[src/rtl/ifs_capture_bank_if.sv]
// ifs_capture_bank_if: capture bank data/control bundle; master drives SP/D/CLRF, slave returns Q/QV/RISE/FALL/CHG
interface ifs_capture_bank_if #(
  parameter int WIDTH = 8
);
  logic             SP;
  logic [WIDTH-1:0] D;
  logic             CLRF;
  logic [WIDTH-1:0] Q;
  logic             QV;
  logic [WIDTH-1:0] RISE;
  logic [WIDTH-1:0] FALL;
  logic [WIDTH-1:0] CHG;
  modport master (output SP, D, CLRF, input Q, QV, RISE, FALL, CHG);
  modport slave  (input SP, D, CLRF, output Q, QV, RISE, FALL, CHG);
endinterface

[src/rtl/ifs_capture_bank.sv]
// ifs_capture_bank: DEPTH-stage clock-enabled WIDTH-bit input capture with fill flag, edge pulses and sticky change flags
// Ports: SCLK clock; LSR async active-high reset; GSRNET/PURNET active-low global reset nets (tie high when unused);
//        bus (slave): SP enable, D data, CLRF change clear -> Q data, QV filled, RISE/FALL pulses, CHG sticky flags
module ifs_capture_bank #(
  parameter string            GSR   = "ENABLED",
  parameter int               WIDTH = 8,
  parameter int               DEPTH = 2,
  parameter logic [WIDTH-1:0] INIT  = {WIDTH{1'b1}}
) (
  input logic SCLK,
  input logic LSR,
  input logic GSRNET,
  input logic PURNET,
  ifs_capture_bank_if.slave bus
);
  localparam int CW = $clog2(DEPTH + 1);
  logic [WIDTH-1:0] stg [DEPTH];
  logic [WIDTH-1:0] src [DEPTH];
  logic [WIDTH-1:0] q, nxt, rise, fall, chg;
  logic [CW-1:0] cnt;
  logic srn, rst, full;
  assign srn  = (GSR == "DISABLED") ? PURNET : (GSRNET & PURNET);
  assign rst  = LSR | ~srn;
  assign q    = stg[DEPTH-1];
  assign nxt  = src[DEPTH-1];
  assign full = cnt == CW'(DEPTH);
  // src[k] is what stage k loads on an enabled edge; its last entry is the next Q
  always_comb begin
    src[0] = bus.D;
    for (int k = 1; k < DEPTH; k++) src[k] = stg[k-1];
  end
  // edges are reported only once the pipe holds real samples, so INIT never produces a pulse;
  // CHG folds in the registered pulses and therefore trails RISE/FALL by one edge
  always_ff @(posedge SCLK or posedge rst)
    if (rst) begin
      for (int k = 0; k < DEPTH; k++) stg[k] <= INIT;
      cnt  <= '0;
      rise <= '0;
      fall <= '0;
      chg  <= '0;
    end else begin
      if (bus.SP) begin
        for (int k = 0; k < DEPTH; k++) stg[k] <= src[k];
        cnt <= full ? cnt : cnt + CW'(1);
      end
      rise <= (bus.SP && full) ? (nxt & ~q) : '0;
      fall <= (bus.SP && full) ? (~nxt & q) : '0;
      chg  <= (bus.CLRF ? '0 : chg) | rise | fall;
    end
  assign bus.Q    = q;
  assign bus.QV   = full;
  assign bus.RISE = rise;
  assign bus.FALL = fall;
  assign bus.CHG  = chg;
endmodule
[src/flat_wrapper.sv]
// flat-port wrapper written by rule: the top's interface ports become plain ports
module ifs_capture_bank_flat 
#(
  parameter string            GSR   = "       ",
  parameter int               WIDTH = 8,
  parameter int               DEPTH = 2,
  parameter logic [WIDTH-1:0] INIT  = {WIDTH{1'b1}}
)
  (SCLK, LSR, GSRNET, PURNET, bus_SP, bus_D, bus_CLRF, bus_Q, bus_QV, bus_RISE, bus_FALL, bus_CHG);
  ifs_capture_bank_if #(.WIDTH(WIDTH)) bus_i ();
  input logic SCLK;
  input logic LSR;
  input logic GSRNET;
  input logic PURNET;
  input wire logic [$bits(bus_i.SP)-1:0] bus_SP;
  input wire logic [$bits(bus_i.D)-1:0] bus_D;
  input wire logic [$bits(bus_i.CLRF)-1:0] bus_CLRF;
  output wire logic [$bits(bus_i.Q)-1:0] bus_Q;
  output wire logic [$bits(bus_i.QV)-1:0] bus_QV;
  output wire logic [$bits(bus_i.RISE)-1:0] bus_RISE;
  output wire logic [$bits(bus_i.FALL)-1:0] bus_FALL;
  output wire logic [$bits(bus_i.CHG)-1:0] bus_CHG;
  assign bus_i.SP = bus_SP;
  assign bus_i.D = bus_D;
  assign bus_i.CLRF = bus_CLRF;
  assign bus_Q = bus_i.Q;
  assign bus_QV = bus_i.QV;
  assign bus_RISE = bus_i.RISE;
  assign bus_FALL = bus_i.FALL;
  assign bus_CHG = bus_i.CHG;
  ifs_capture_bank #(.GSR(GSR), .WIDTH(WIDTH), .DEPTH(DEPTH), .INIT(INIT)) u_core (.SCLK(SCLK), .LSR(LSR), .GSRNET(GSRNET), .PURNET(PURNET), .bus(bus_i));
endmodule
[config.mk]
export PLATFORM = sky130hd
export DESIGN_NAME = ifs_capture_bank_flat
export DESIGN_NICKNAME = d
export VERILOG_FILES = /design/src/rtl/ifs_capture_bank_if.sv /design/src/rtl/ifs_capture_bank.sv /design/src/flat_wrapper.sv
export SDC_FILE = /design/constraint.sdc
export NUM_CORES = 1
export LEC_CHECK = 0
export CAP_MARGIN = 25
export CORE_MARGIN = 2
export CORE_UTILIZATION = 49
export DETAILED_ROUTE_END_ITERATION = 10
export GPL_TIMING_DRIVEN = 1
export PLACE_DENSITY = 0.87
export SLEW_MARGIN = 20
export SYNTH_ARGS = -nofsm -noshare
export SYNTH_HDL_FRONTEND = slang
export SYNTH_SLANG_ARGS = --single-unit
[constraint.sdc]
create_clock -name SCLK -period 4.5 [get_ports SCLK]
set_input_delay 0.9 -clock SCLK [delete_from_list [all_inputs] [get_ports SCLK]]
set_output_delay 0.9 -clock SCLK [all_outputs]
set_load 0.005 [all_outputs]
==> out/results.txt <==
The run finished with clean final reports. The slowest stage of the critical path belongs to the cell clkdlybuf4s50_1. The final critical path time including I/O delays and setup was 2.48 ns.

The fraction of layout cells with a size suffix above 1 was 31.5%. The analysis attributes to cell leakage a power of 0.949 nW. The slew at the pin with the worst max-slew slack was 1.03 ns; the total iterations of the first detailed-routing run was 4.

The tools report the footprint of the flip-flops and latches as 1070 um2. In the final design database the tool counted 176 nets. Entering global routing, the biggest net connects 43 pins. The run gives 168 um as the routed length on met3.

The routed design has 3000 um of wire. The sum of buffers and inverters on the critical path works out to 2. After detailed routing, the wire length on met1 is 1250 um. The floorplan has 21 rows. Buffers added to address setup during post-CTS repair amount to 0. The run gives 16 as the count of cell types in the netlist. For this design, the CTS-stage hold fixing added 0 buffers. For the number of pins exceeding their max-slew limit in the final report, the log shows 0. Of the available clock period, the critical path in the final layout requires 55.0%. After global routing the overflow that remains totals 0.

The initial antenna violation count was 0; the area of the mapped netlist was 1660 um2. At the worst endpoint, the required time is 3.60 ns. Dividing the detail-routed via count by the number of cells gives 4.85.

The worst pin sits at a relative slew slack of 31.0%. The highest clock rate was 404 MHz. For the fraction of the core area covered by cells at the end of the flow, the log shows 68.5%. The H-tree depth came out at 2.

The initial cell density of the core was 50.4%. The category of the most critical setup path was flop to output port. The net count of the mapped netlist came out at 125.

The tightest hold path in the finished design has a slack of 0.487 ns. TritonCTS built the clock tree. Routed length per placed instance: 14.4 um. The class of the worst hold path is flop to flop. The tools report the number of hold violations in the final report as 0.

The critical path's largest stage delay is 0.53 ns, and the number of vias after detailed routing is 1009. Count of port buffers added during placement: 46. The wire-length estimate of the detail-placed layout is 2040 um. A synthesized cell averages 15.1 um2. Arrival time at the worst endpoint: 1.58 ns. Compared with the post-synthesis result, the final layout area differs by 35.9%. The cell count after synthesis came out at 110. During synthesis, Yosys emitted a total of 0 warnings. The number of flip-flops and latches in the synthesized netlist is 42, and the multi-input combinational cell area is 522 um2.

The run gives 0 as the post-cts gate resize count. Sequential cells were found to cover 64.7% of the synthesized design area. Setup violations remaining at the end of the flow were counted as 0. Remaining design rule violation count: 0. Global routing used 17.4% of the available tracks across all layers. The number of antenna diodes in the final layout is 0.

The first routing iteration left 30 violations. The total negative slack for setup checks was 0 ns; the clock latency at the later pin of the worst-skew pair was 0.35 ns. After filler insertion, the fill cell instance count of the layout stands at 216.

The overall die width works out to 62.1 um. The worst setup path is launched from a flop. CTS saw 42 sinks. Clock-pin slew was measured on the worst setup and hold paths at 0.11 ns.

Across the VDD grid, the largest voltage drop is 0.345 mV. During I/O placement, the number of pins put on the boundary was 47. For this design the ratio of total power to cell area is 435 nW/um2. Of all nets on the critical path, the largest fanout is 3. Counting along the longest clock path gives a buffer depth of 2.

Detailed routing placed a total of 1520 um of wire on met2. Counting the buffers created by CTS gives 5. In this run the top signal layer used is met4.

Across the run, the number of max-cap violations was 0. The signal on the critical path passes through inv_1 -> ha_1 -> clkdlybuf4s50_1. Commonest non-fill, non-tap cell in the layout: clkdlybuf4s50_1. The family of cells with the greatest summed delay on the critical path was buffers and inverters. The tools report the floorplan die area as 3860 um2. The top cell types in the final layout, fill and taps aside, are clkdlybuf4s50_1 (46), dfrtp_1 (26), dfstp_2 (16). In this run the clock root is driven by a clkbuf_4.

Number of global-route vias before repair: 1023. Setup repair after global routing left no endpoint under its margin. The floorplan step defined a core boundary enclosing 3280 um2. In this run the vertical extent of the chip is 62.1 um. The worst setup path is captured at an output port. Across the routed clock network, the largest skew measured is 0.0108 ns.

The first global-routing pass estimated 5060 um of wire. In this run the remaining antenna-violating nets after routing total 0. At the end of routability-driven placement, the weighted congestion stood at 0.665.
-- flip-flops by register name, summed over array words and instances (netlist names) --
name and count:
u_core.bus.RISE 8, u_core.bus.FALL 8, u_core.bus.CHG 8, u_core.nxt 8, u_core.bus.Q 8, u_core.cnt 2
-- synthesized netlist by cell type (all sizes together) --
cell type / count / share of area (%)
nand2b: 1 / 0.38
nor3b: 16 / 10
mux2i: 1 / 0.60
mux2: 16 / 13
nand2: 2 / 0.91
dfstp: 16 / 25
inv: 10 / 2.3
nor2: 9 / 2.0
dfrtp: 26 / 39
xnor2: 1 / 0.53
ha: 1 / 0.76
buf: 3 / 2.0
o21ai: 8 / 2.4
-- logic make-up (layout without fill, tap and decap cells) --
family                     Yosys count  after routing  synth area share, %
AOI/OAI and AO/OA                    8              8                 2.42
xor gates and xnor gates             1              1                0.529
adders and majority gates            1              1                0.755
buffers and inverters               13             65                 4.31
DFF                                 42             42                 64.7
muxes                               17             17                 13.7
and+or+nand+nor                     28             28                 13.6
-- through the flow --
| step | instances | power (mW) | instance area (um2) | setup WS [ns] |
|---|---|---|---|---|
| floorplan | 110 | 0.616 | 1660 | 1.24 |
| global placement | 199 | 0.734 | 2150 | 1.77 |
| detailed placement | 199 | 0.750 | 2150 | 1.69 |
| CTS | 207 | 0.990 | 2220 | 1.99 |
| global route | 208 | 1.04 | 2250 | 1.93 |
| finish | 208 | 0.980 | 2250 | 2.02 |
-- metal layers --
| layer | track usage [%] | vias to the layer above |
|---|---|---|
| met3 | 4.71 | 8 |
| li1 | - | 465 |
| met1 | 21.0 | 503 |
| met5 | 0 | - |
| met4 | 9.17 | 0 |
| met2 | 28.8 | 33 |
-- where the power goes --
| part | switching [mW] | leakage, nW | internal [mW] | total (mW) |
|---|---|---|---|---|
| clock network | 0.114 | 0.0395 | 0.118 | 0.232 |
| registers | 0.0440 | 0.518 | 0.453 | 0.497 |
| logic | 0.0955 | 0.391 | 0.156 | 0.252 |
| total | 0.253 | 0.949 | 0.727 | 0.980 |
-- cell type report --
class	count	area share [%]
flip-flops and latches	42	47.6
multi-input cells	55	23.2
repair buffers	47	21.7
well taps	46	2.56
clock buffers	7	2.00
inverters	10	1.67
clock inverters	1	1.33
-- tightest hold or removal path: cells and delay by family, from the launching register on --
family,cells,cell delay (ns)
compound gates,1,0.06
flops,1,0.36
simple gates,1,0.04
-- final timing paths --
path,from,to,slack [ns],cells past startpoint
setup / recovery,u_core.cnt[0],bus_QV,2.02,3
hold / removal,u_core.bus.FALL[2],u_core.bus.CHG[2],0.49,2
setup reg to reg,u_core.cnt[0],u_core.bus.RISE[7],3.22,4
hold reg to reg,u_core.bus.FALL[2],u_core.bus.CHG[2],0.49,2
max in group asynchronous,PURNET,u_core.nxt[2],2.87,4
min in group asynchronous,LSR,u_core.bus.CHG[0],0.99,2
No activity file was read; power rests on OpenSTA's default activity.
